==> config.mk <==
export PLATFORM = sky130hd
export DESIGN_NAME = serial_word_deserializer_flat
export DESIGN_NICKNAME = d
export VERILOG_FILES = /design/src/rtl/swd_pkg.sv /design/src/rtl/swd_if.sv /design/src/rtl/swd_shift_core.sv /design/src/rtl/serial_word_deserializer.sv /design/src/flat_wrapper.sv
export SDC_FILE = /design/constraint.sdc
export NUM_CORES = 1
export LEC_CHECK = 0
export CORE_ASPECT_RATIO = 0.9
export CORE_UTILIZATION = 47
export CTS_BUF_LIST = sky130_fd_sc_hd__clkbuf_8 sky130_fd_sc_hd__clkbuf_16
export DETAILED_ROUTE_END_ITERATION = 12
export PLACE_DENSITY = 0.72
export SLEW_MARGIN = 25
export SYNTH_ARGS = -nofsm -noshare
export SYNTH_HDL_FRONTEND = slang
export SYNTH_SLANG_ARGS = --single-unit
==> constraint.sdc <==
create_clock -name clk -period 1.8 [get_ports clk]
set_clock_uncertainty 0.05 [all_clocks]
set_input_delay 0.36 -clock clk [delete_from_list [all_inputs] [get_ports clk]]
set_output_delay 0.36 -clock clk [all_outputs]
set_load 0.05 [all_outputs]
==> src/rtl/swd_pkg.sv <==
// Shared types for the serial word deserializer: FSM state encoding and counter sizing.
// Combinational only; no backpressure.
package swd_pkg;

    typedef enum logic [1:0] {
        SWD_IDLE   = 2'd0,
        SWD_SHIFT  = 2'd1,
        SWD_PARITY = 2'd2
    } swd_state_e;

    // Bit counter width; WIDTH=2 still needs one bit.
    function automatic int swd_cnt_w(input int width);
        return (width < 2) ? 1 : $clog2(width);
    endfunction

endpackage

==> src/rtl/swd_if.sv <==
// Serial-in / word-out bus of the deserializer; slave = deserializer, master = bit source plus word sink.
// No logic, zero latency; data_ready is the word-side backpressure.
interface swd_if #(parameter int WIDTH = 8);

    logic             bit_in;
    logic             bit_valid;
    logic             frame_start;
    logic [WIDTH-1:0] data_out;
    logic             data_valid;
    logic             data_ready;
    logic             overflow;
`ifdef SWD_PARITY_EN
    logic             parity_err;

    modport slave  (input  bit_in, bit_valid, frame_start, data_ready,
                    output data_out, data_valid, overflow, parity_err);
    modport master (output bit_in, bit_valid, frame_start, data_ready,
                    input  data_out, data_valid, overflow, parity_err);
`else
    modport slave  (input  bit_in, bit_valid, frame_start, data_ready,
                    output data_out, data_valid, overflow);
    modport master (output bit_in, bit_valid, frame_start, data_ready,
                    input  data_out, data_valid, overflow);
`endif

endinterface

==> src/rtl/swd_shift_core.sv <==
// Indexed shift register plus bit counter; word_next is the word including the bit on this edge (0-cycle view).
// No backpressure: writes whenever restart/advance is asserted.
module swd_shift_core
    import swd_pkg::*;
#(
    parameter  int WIDTH = 8,
    localparam int CW    = swd_cnt_w(WIDTH)
) (
    input  logic             clk,
    input  logic             rst_n,
    input  logic             bit_in,
    input  logic             clear,
    input  logic             restart,
    input  logic             advance,
`ifdef SWD_PARITY_EN
    output logic [WIDTH-1:0] word,
`endif
    output logic [WIDTH-1:0] word_next,
    output logic             wrap
);

    logic [CW-1:0]    count;
    logic [CW-1:0]    wr_idx;
    logic [WIDTH-1:0] shreg;

    // A restart writes bit 0 regardless of how far the discarded word got.
    assign wr_idx = restart ? '0 : count;
    assign wrap   = (wr_idx == CW'(WIDTH - 1));
`ifdef SWD_PARITY_EN
    assign word   = shreg;
`endif

    always_comb begin
        word_next         = shreg;
        word_next[wr_idx] = bit_in;
    end

    always_ff @(posedge clk or negedge rst_n) begin
        if (!rst_n) begin
            shreg <= '0;
            count <= '0;
        end else if (clear) begin
            count <= '0;
        end else if (restart || advance) begin
            shreg <= word_next;
            count <= wrap ? '0 : wr_idx + 1'b1;
        end
    end

endmodule

==> src/rtl/serial_word_deserializer.sv <==
// Serial-to-word deserializer with one-entry output buffer; word visible the cycle after its last bit. Optional even parity via SWD_PARITY_EN.
// Backpressure: a word completing while the buffer is full and data_ready=0 is dropped with a one-cycle overflow pulse.
module serial_word_deserializer
    import swd_pkg::*;
#(
    parameter int WIDTH = 8
) (
    input  logic clk,
    input  logic rst_n,
    swd_if.slave bus
);

    localparam logic [1:0] ST_IDLE   = SWD_IDLE;
    localparam logic [1:0] ST_SHIFT  = SWD_SHIFT;
`ifdef SWD_PARITY_EN
    localparam logic [1:0] ST_PARITY = SWD_PARITY;
`endif

    logic [1:0]       state;
    logic [1:0]       state_nxt;
    logic             clear;
    logic             restart;
    logic             advance;
    logic             wrap;
    logic             complete;
    logic [WIDTH-1:0] word_next;
    logic [WIDTH-1:0] cmp_word;
`ifdef SWD_PARITY_EN
    logic [WIDTH-1:0] word;
    logic             cmp_perr;
`endif

    swd_shift_core #(.WIDTH(WIDTH)) u_core (
        .clk       (clk),
        .rst_n     (rst_n),
        .bit_in    (bus.bit_in),
        .clear     (clear),
        .restart   (restart),
        .advance   (advance),
`ifdef SWD_PARITY_EN
        .word      (word),
`endif
        .word_next (word_next),
        .wrap      (wrap)
    );

    always_comb begin
        state_nxt = state;
        clear     = 1'b0;
        restart   = 1'b0;
        advance   = 1'b0;
        complete  = 1'b0;
        cmp_word  = word_next;
`ifdef SWD_PARITY_EN
        cmp_perr  = 1'b0;
`endif
        // frame_start overrides everything, including a pending parity bit.
        if (bus.frame_start) begin
            if (bus.bit_valid) begin
                restart   = 1'b1;
                state_nxt = ST_SHIFT;
            end else begin
                clear     = 1'b1;
                state_nxt = ST_IDLE;
            end
        end else if (bus.bit_valid) begin
            case (state)
`ifdef SWD_PARITY_EN
                ST_PARITY: begin
                    complete  = 1'b1;
                    cmp_word  = word;
                    cmp_perr  = (^word) ^ bus.bit_in;
                    state_nxt = ST_IDLE;
                end
`endif
                default: begin
                    advance = 1'b1;
                    if (wrap) begin
`ifdef SWD_PARITY_EN
                        state_nxt = ST_PARITY;
`else
                        complete  = 1'b1;
                        state_nxt = ST_IDLE;
`endif
                    end else begin
                        state_nxt = ST_SHIFT;
                    end
                end
            endcase
        end
    end

    always_ff @(posedge clk or negedge rst_n) begin
        if (!rst_n) begin
            state          <= ST_IDLE;
            bus.data_out   <= '0;
            bus.data_valid <= 1'b0;
            bus.overflow   <= 1'b0;
`ifdef SWD_PARITY_EN
            bus.parity_err <= 1'b0;
`endif
        end else begin
            state        <= state_nxt;
            bus.overflow <= 1'b0;
            if (complete) begin
                // A consume on the same edge frees the buffer for the new word.
                if (!bus.data_valid || bus.data_ready) begin
                    bus.data_out   <= cmp_word;
                    bus.data_valid <= 1'b1;
`ifdef SWD_PARITY_EN
                    bus.parity_err <= cmp_perr;
`endif
                end else begin
                    bus.overflow <= 1'b1;
                end
            end else if (bus.data_valid && bus.data_ready) begin
                bus.data_valid <= 1'b0;
            end
        end
    end

endmodule

==> src/flat_wrapper.sv <==
// flat-port wrapper written by rule: the top's interface ports become plain ports
module serial_word_deserializer_flat import swd_pkg::*;
#(
    parameter int WIDTH = 8
)
  (clk, rst_n, bus_bit_in, bus_bit_valid, bus_frame_start, bus_data_ready, bus_data_out, bus_data_valid, bus_overflow);
  swd_if #(.WIDTH(WIDTH)) bus_i ();
  input  logic clk;
  input  logic rst_n;
  input wire logic [$bits(bus_i.bit_in)-1:0] bus_bit_in;
  input wire logic [$bits(bus_i.bit_valid)-1:0] bus_bit_valid;
  input wire logic [$bits(bus_i.frame_start)-1:0] bus_frame_start;
  input wire logic [$bits(bus_i.data_ready)-1:0] bus_data_ready;
  output wire logic [$bits(bus_i.data_out)-1:0] bus_data_out;
  output wire logic [$bits(bus_i.data_valid)-1:0] bus_data_valid;
  output wire logic [$bits(bus_i.overflow)-1:0] bus_overflow;
  assign bus_i.bit_in = bus_bit_in;
  assign bus_i.bit_valid = bus_bit_valid;
  assign bus_i.frame_start = bus_frame_start;
  assign bus_i.data_ready = bus_data_ready;
  assign bus_data_out = bus_i.data_out;
  assign bus_data_valid = bus_i.data_valid;
  assign bus_overflow = bus_i.overflow;
  serial_word_deserializer #(.WIDTH(WIDTH)) u_core (.clk(clk), .rst_n(rst_n), .bus(bus_i));
endmodule
; After elaboration in Yosys (flattened, before gate mapping)
; Index checks and enable logic that the tools add are counted.
[totals]
ff_bits = 21
in_bits = 6
wordCells = 41
[classes]
n_reduce_logical = 10
mux = 20
add_sub_neg = 1
magnitude_cmp = 2
n_eq_ne = 2
bitwise_logic = 1
[op_table]
columns = cell, n
row1 = $mux W1, 14
row2 = $mux W3, 4
row3 = $bwmux W8, 1
row4 = $reduce_and A2 Y1, 3
row5 = $lt A3 B4 Y1 const B, 1
row6 = $reduce_bool A2 Y1, 2
row7 = $add A3 B1 Y3 const B, 1
row8 = $demux W1 S3, 1
row9 = $eq A3 B3 Y1 const B, 1
row10 = $ge A3 B1 Y1 const B, 1
row11 = $logic_and A1 B1 Y1, 2
row12 = $logic_or A1 B1 Y1, 2
row13 = $ne A2 B2 Y1 const B, 1
row14 = $logic_not A1 Y1, 1
row15 = $not A1 Y1, 1

; Longest topological paths before layout
; Gate-level depths: netlist (run 1).
[depth]
ltp_word = 9
mapped_depth = 10

; Cells and area by module
; From an unflattened synthesis (run 1), not the netlist that was laid out.
[hier_totals]
hier_cells = 91
area_unflattened_um2 = 1164.9
[modules_own_cells]
columns = mod, cells_each, seq_area_each_um2, area_per_inst_um2, instances
row1 = swd_shift_core, 64, 275.3, 694.4, 1
row2 = serial_word_deserializer, 27, 250.2, 470.5, 1

; Worst setup path after synthesis (run 1)
; No wires, ideal clock.
[synth_timing]
path_kind = input-to-reg
from = in bus_bit_valid
to = reg u_core.bus.data_out[7]
path_buffers = 3
setup_slack_ps = -114
arrival_ps = 1782
required_ps = 1668
path_stages = 10
setup_time_ps = 82
path_cell_list = buf_2 > a21bo_4 > inv_6 > ha_1 > ha_1 > and3b_1 > buf_6 > and2_1 > buf_6 > a31oi_1
[synth_between]
elab_chain_len = 8
word_cells_on_any_way = 14
classes_between = 2 x order compare / 1 x eq/ne / 9 x mux / 2 x reduce/logical
[synth_lines]
columns = item, line
row1 = start: declaration, flat_wrapper.sv:11  ; input wire logic [$bits(bus_i.bit_valid)-1:0] bus_bit_valid;
row2 = $mux W1, serial_word_deserializer.sv:59  ; if (bus.bit_valid) begin
row3 = $mux W1, serial_word_deserializer.sv:58  ; if (bus.frame_start) begin
row4 = $mux W3, swd_shift_core.sv:27  ; assign wr_idx = restart ? '0 : count;
row5 = "$lt A3 B4 Y1 (not written as such), or another cell as far along", swd_shift_core.sv:35  ; word_next[wr_idx] = bit_in;
row6 = $logic_and A1 B1 Y1 (not written as such) / $mux W1 (equally long branches), "swd_shift_core.sv:35, serial_word_deserializer.sv:78"
row7 = "$mux W1, on equally long branches", "swd_shift_core.sv:35, serial_word_deserializer.sv:66"
row8 = $demux W1 S3 / $mux W1 (equally long branches), "swd_shift_core.sv:35, serial_word_deserializer.sv:58"
row9 = $bwmux W8 / $reduce_and A2 Y1 (equally long branches), --
row10 = end signal: assignment, serial_word_deserializer.sv:108  ; bus.data_out <= cmp_word;
row11 = end: declaration, swd_if.sv:21  ; output data_out, data_valid, overflow);
; Several ways; a longest one is shown, not always the timed one.
; A chain may end at the register's enable or synchronous reset.

; Worst setup path after layout (run 1)
[layout_timing]
from = in bus_bit_valid
to = reg u_core.bus.data_out[2]
; Same word-level chain as after synthesis.

==> results of run 1 <==
flip-flops by register name (all words and copies together), names as in the netlist:
register,count
u_core.bus.data_out,8
u_core.u_core.shreg,8
u_core.bus.overflow,1
u_core.u_core.count,3
u_core.bus.data_valid,1
final timing paths:
path | start | end | cells past startpoint
worst min-delay path | rst_n | u_core.bus.data_out[4] | 2
worst max register to register | u_core.u_core.count[0] | u_core.bus.data_out[2] | 8
min in group clk | u_core.u_core.shreg[5] | u_core.u_core.shreg[5] | 1
worst max-delay path | bus_bit_valid | u_core.bus.data_out[2] | 9
worst min register to register | u_core.u_core.shreg[5] | u_core.u_core.shreg[5] | 1
max in group asynchronous | rst_n | u_core.u_core.shreg[7] | 2
cell families after synthesis:
| logic type | Yosys count |
|---|---|
| and+or+nand+nor | 31 |
| adders and majority gates | 2 |
| buffers and inverters | 14 |
| DFF | 21 |
| muxes | 8 |
| xor gates and xnor gates | 1 |
| AOI/OAI and AO/OA | 30 |
worst register-to-register path: stages (launching register included):
cell and delay [ns]:
dfrtp_1 0.38, a21bo_4 0.20, inv_6 0.04, ha_4 0.15, ha_4 0.15, and3b_1 0.18, buf_4 0.15, a21oi_1 0.14
a31oi_1 0.06
repair_timing:
action / CTS / global route
setup endpoints to repair: 8 / 0
gates resized for setup: 3 / 0
hold buffers: 0 / 0
endpoints found under the hold margin: 0 / 0
cell type report:
cell class              instances  share of cell area [%]
repair buffers                 31                   17.26
clock buffers                   3                   2.936
well taps                      27                   2.402
flip-flops and latches         21                   37.37
inverters                       5                   1.868
multi-input cells              72                   37.81
clock inverters                 1                  0.3559
per-layer routing:
metal / up-vias / wire, µm / part of all wire, % / global-route usage (%)
li1: 441 / - / - / -
met4: 0 / 55 / 2.3 / 11.58
met2: 35 / 1057 / 45 / 32.15
met5: - / 0 / 0 / 0
met3: 6 / 149 / 6.3 / 6.032
met1: 428 / 1110 / 47 / 28.49
power by group:
group          switching [mW]  total, mW  internal [mW]  leakage, nW
combinational           0.325      0.560          0.236        0.336
sequential             0.0560      0.638          0.582        0.277
clock                   0.162      0.316          0.155       0.0255
through the flow:
stage               setup slack [ns]  hold slack (ns)  instances  TNS, ns  power (mW)
floorplan                  0.0009174          0.01441        107        0       1.021
global placement             -0.3192           0.4339        156   -3.317       1.192
detailed placement           -0.3668           0.4426        156   -3.814       1.207
CTS                           0.1670           0.3945        160        0       1.520
global route                 0.07169           0.4092        160        0       1.600
finish                        0.1831           0.3814        160        0       1.515
cell usage in the layout (no fill, tap or decap), types with 4 or more instances in the layout:
| cell type | n |
|---|---|
| nand4_1 | 5 |
| buf_4 | 26 |
| o21ai_0 | 4 |
| nor2_1 | 4 |
| a31oi_1 | 8 |
| a21oi_1 | 8 |
| o31ai_1 | 7 |
| mux2_2 | 6 |
| nand3_1 | 6 |
| dfrtp_1 | 21 |
==> flow_metrics.env, run 1 <==
export IMPL_fp_dieW_um=53.02
export IMPL_synth_seq_cells=21
export IMPL_path_buf_inv=3
export IMPL_coreArea_um2=2202
export IMPL_status="complete, no violations"
export IMPL_hold_viol_final=0
export IMPL_post_dp_cell_area_um2=1359
export IMPL_postSynthAreaPerCell_um2=10.29
export IMPL_dp_final_hpwl_mm=1.717
export IMPL_synth_largest_area_cell="dfrtp_1"
export IMPL_leakage_nw=0.6380
export IMPL_synth_adder_area_share_pct=2.273
export IMPL_via_per_inst=5.688
export IMPL_pwr_density_cell_nw_per_um2=1077
export IMPL_maxCapViolations=0
export IMPL_synth_top_family_by_area="compound AO/OA/AOI/OAI gates"
export IMPL_syn_nets=115
export IMPL_yosysMostFrequentCell="dfrtp_1"
export IMPL_finalInstanceArea_um2=1406
export IMPL_start_kind="input pin"
export IMPL_drive_above_1_share_pct=33.08
export IMPL_rsz0062_at_grt="no"
export IMPL_grt_overflow=0
export IMPL_netlist_area_um2=1101
export IMPL_hold_class="in2async"
export IMPL_cp_cell_sequence="dlygate4sd2_1 > a21bo_4 > inv_4 > ha_4 > ha_4 > and3b_1 > buf_4 > a21oi_1 > a31oi_1"
export IMPL_wl_mm=2.373
export IMPL_slew_viol_final=0
export IMPL_postCtsSetupBuffers=0
export IMPL_utilization_pct=63.86
export IMPL_dieArea_um2=2540
export IMPL_synth_edff_count=0
export IMPL_tightest_slew_ns=0.4965
export IMPL_synth_warnings=0
export IMPL_max_clock_freq_mhz=618.5
export IMPL_cp_arrival_ns=1.71
export IMPL_ir_drop_mv=0.9074
export IMPL_antenna_left=0
export IMPL_htreeDepth=1
export IMPL_first_global_vias=773
export IMPL_drtPass1Iterations=4
export IMPL_relSlewSlack_pct=66.80
export IMPL_grt_pass1_wl_mm=3.684
export IMPL_syn_inst=107
export IMPL_cts_made_buffers=3
export IMPL_endpoint_kind="register"
export IMPL_cp_slowest_stage_delay_ns=0.31
export IMPL_fill_cells=185
export IMPL_start_util_pct=50.00
export IMPL_synth_compound_area_share_pct=17.84
export IMPL_yosysSeqAreaShare_pct=47.73
export IMPL_clockRootBuffer="clkbuf_8"
export IMPL_grt_usage_pct=21.48
export IMPL_period_share_pct=89.83
export IMPL_cp_slowest_cell="dlygate4sd2_1"
export IMPL_portBuffers=15
export IMPL_grt_max_degree=22
export IMPL_finalCriticalPeriod_ns=1.617
export IMPL_place_congestion=0.8075
export IMPL_dieHeight_um=47.92
export IMPL_vias=910
export IMPL_ys_async_sr_fraction_pct=100.0
export IMPL_clk_pin_slew_ns=0.08
export IMPL_register_area_um2=525.5
export IMPL_drt_iter0_drc=16
export IMPL_synth_top_area_share_pct=47.73
export IMPL_fin_nets=142
export IMPL_r2r_setup_slack_ns=0.19
export IMPL_cts_tree="done"
export IMPL_post_route_drc_count=0
export IMPL_crit_top_cell="ha_4"
export IMPL_floorplan_rows=16
export IMPL_ys_types=31
export IMPL_clock_tree_buffer_depth=2
export IMPL_antenna_found_initial=0
export IMPL_syn_to_final_growth_pct=27.73
export IMPL_final_setup_viol_count=0
export IMPL_synth_common_cells="21 x dfrtp_1, 8 x a21oi_1, 8 x a31oi_1"
export IMPL_cpLargestDelayFamily="buffers and inverters"
export IMPL_synthMuxAreaShare_pct=8.182
export IMPL_cp_max_fo=4
export IMPL_synth_xor_area_share_pct=0.7955
export IMPL_ioPinCount=16
export IMPL_critPathRequiredTime_ns=1.89
export IMPL_multi_input_area_um2=531.8
export IMPL_synthSimpleGateAreaFrac_pct=15.80
export IMPL_clock_sinks=21
export IMPL_path_class="in2reg"
export IMPL_drt_wirelength_per_cell_um=14.83
export IMPL_n_antenna_cell=0
export IMPL_synthTopCellsByArea="dfrtp_1 48%, mux2_2 6.1%, o31ai_1 4.8%"
export IMPL_synth_ff_type="dfrtp_1"
export IMPL_insertion_delay_ns=0.26
Note: power is estimated with default switching activity, not from simulation.
==> run 2, diff against run 1 <==
CTS_CLUSTER_DIAMETER = 200   (was unset)
==> results of run 2 <==
Final layout, timing and power as in run 1 (identical DEF).
==> run 3, diff against run 2 <==
PLACE_DENSITY = 0.74   (was 0.72)
==> flow_metrics.env, run 3 (synthesized netlist as in run 1, its figures left out) <==
export IMPL_status="complete, no violations"
export IMPL_tightest_slew_ns=0.3448
export IMPL_dp_final_hpwl_mm=1.712
export IMPL_endpoint_kind="register"
export IMPL_fin_nets=143
export IMPL_drtPass1Iterations=4
export IMPL_clock_sinks=21
export IMPL_final_cell_mix="26 x buf_4, 21 x dfrtp_1, 8 x a21oi_1, 8 x a31oi_1, 7 x o31ai_1"
export IMPL_antenna_found_initial=0
export IMPL_vias=974
export IMPL_cp_slowest_cell="clkdlybuf4s15_1"
export IMPL_htreeDepth=1
export IMPL_ir_drop_mv=0.5799
export IMPL_cts_made_buffers=3
export IMPL_antenna_left=0
export IMPL_cp_slowest_stage_delay_ns=0.30
export IMPL_total_power_mw=1.501
export IMPL_dieHeight_um=47.92
export IMPL_dieArea_um2=2540
export IMPL_maxCapViolations=0
export IMPL_leakage_nw=0.6441
export IMPL_tns_ns=0
export IMPL_n_antenna_cell=0
export IMPL_ioPinCount=16
export IMPL_clockRootBuffer="clkbuf_8"
export IMPL_place_congestion=0.8164
export IMPL_clk_pin_slew_ns=0.07
export IMPL_hold_class="in2async"
export IMPL_path_class="in2reg"
export IMPL_critPathRequiredTime_ns=1.88
export IMPL_insertion_delay_ns=0.26
export IMPL_crit_top_cell="ha_4"
export IMPL_start_kind="input pin"
export IMPL_max_clock_freq_mhz=586.5
export IMPL_period_share_pct=94.73
export IMPL_first_global_vias=800
export IMPL_post_route_drc_count=0
export IMPL_rr_endpoint="u_core.bus.data_out[4]"
export IMPL_wl_mm=2.290
export IMPL_via_per_inst=6.050
export IMPL_cp_cell_sequence="clkdlybuf4s15_1 > a21bo_4 > inv_6 > ha_4 > ha_4 > and3b_2 > and2_4 > a31oi_1"
export IMPL_pwr_density_cell_nw_per_um2=1063
export IMPL_syn_to_final_growth_pct=28.30
export IMPL_whs_ns=0.3867
export IMPL_cts_tree="done"
export IMPL_cts_hold_buf=0
export IMPL_finalCriticalPeriod_ns=1.705
export IMPL_portBuffers=15
export IMPL_relSlewSlack_pct=76.96
export IMPL_r2r_start="u_core.u_core.count[1]"
export IMPL_r2r_setup_slack_ns=0.18
export IMPL_slew_viol_final=0
export IMPL_clock_tree_buffer_depth=2
export IMPL_grt_pass1_wl_mm=3.650
export IMPL_start_util_pct=50.00
export IMPL_floorplan_rows=16
export IMPL_postCtsSetupBuffers=0
export IMPL_grt_max_degree=22
export IMPL_drive_above_1_share_pct=32.09
export IMPL_cp_max_fo=8
export IMPL_reg_top3="u_core.bus.data_out x8, u_core.u_core.shreg x8, u_core.u_core.count x3"
export IMPL_fill_cells=178
export IMPL_coreArea_um2=2202
export IMPL_reg2reg_depth=7
export IMPL_drt_iter0_drc=40
export IMPL_cp_startpoint="bus_frame_start"
export IMPL_hold_viol_final=0
export IMPL_grt_usage_pct=20.51
export IMPL_fp_dieW_um=53.02
export IMPL_final_common_cell="buf_4"
export IMPL_cp_arrival_ns=1.78
export IMPL_drt_wirelength_per_cell_um=14.22
export IMPL_final_setup_viol_count=0
export IMPL_grt_overflow=0
-- run 3: what timing repair did --
action | in CTS | in global routing
cloned | 0 | 1
endpoints found under the setup margin | 9 | 8
gates resized for setup | 3 | 1
-- run 3: critical path: cells and delay by family --
family,cells,cell delay [ns]
fa+ha+maj,2,0.25
compound gates,2,0.39
buf+inv,2,0.36
simple gates,2,0.43
-- run 3: stage by stage --
| step | util [%] | cells | setup WS, ns | area [µm²] |
|---|---|---|---|---|
| detailed placement | 61.70 | 156 | -0.5731 | 1359 |
| global route | 64.15 | 161 | -0.0005003 | 1413 |
| finish | 64.15 | 161 | 0.09486 | 1413 |
| floorplan | - | 107 | 0.0009174 | 1144 |
| global placement | 61.70 | 156 | -0.4903 | 1359 |
| CTS | 63.69 | 160 | 0.05289 | 1403 |
-- run 3: worst max path at each step --
stage / cells past startpoint / slack, ns / to
after floorplan: 10 / 0.0009 / u_core.bus.data_out[7]
after global placement: 8 / -0.49 / u_core.bus.data_out[5]
after detailed placement: 8 / -0.57 / u_core.bus.data_out[1]
after CTS: 8 / 0.05 / u_core.bus.data_out[4]
after global routing: 8 / -0.0005 / u_core.bus.data_out[1]
final: 8 / 0.09 / u_core.bus.data_out[4]
-- run 3: area by class of cell --
class	instances	area [µm²]	share of cell area [%]
inverter	5	26.28	1.860
tap	27	33.78	2.392
multi-input combinational	73	538.0	38.09
timing repair buffer	31	244.0	17.27
clock buffer	3	41.29	2.923
clock inverter	1	3.754	0.2657
sequential	21	525.5	37.20
-- run 3: routing by layer --
layer	vias to the layer above	global-route usage (%)	share of wire, %
met3	9	4.762	8.1
met4	0	8.421	1.8
met5	-	0	0
li1	449	-	-
met1	462	28.74	44
met2	54	30.63	46
-- run 3: power breakdown --
group          total [mW]  switching (mW)  leakage (nW)  internal (mW)
clock               0.297           0.146        0.0269          0.152
sequential          0.640          0.0568         0.277          0.583
combinational       0.564           0.327         0.341          0.237
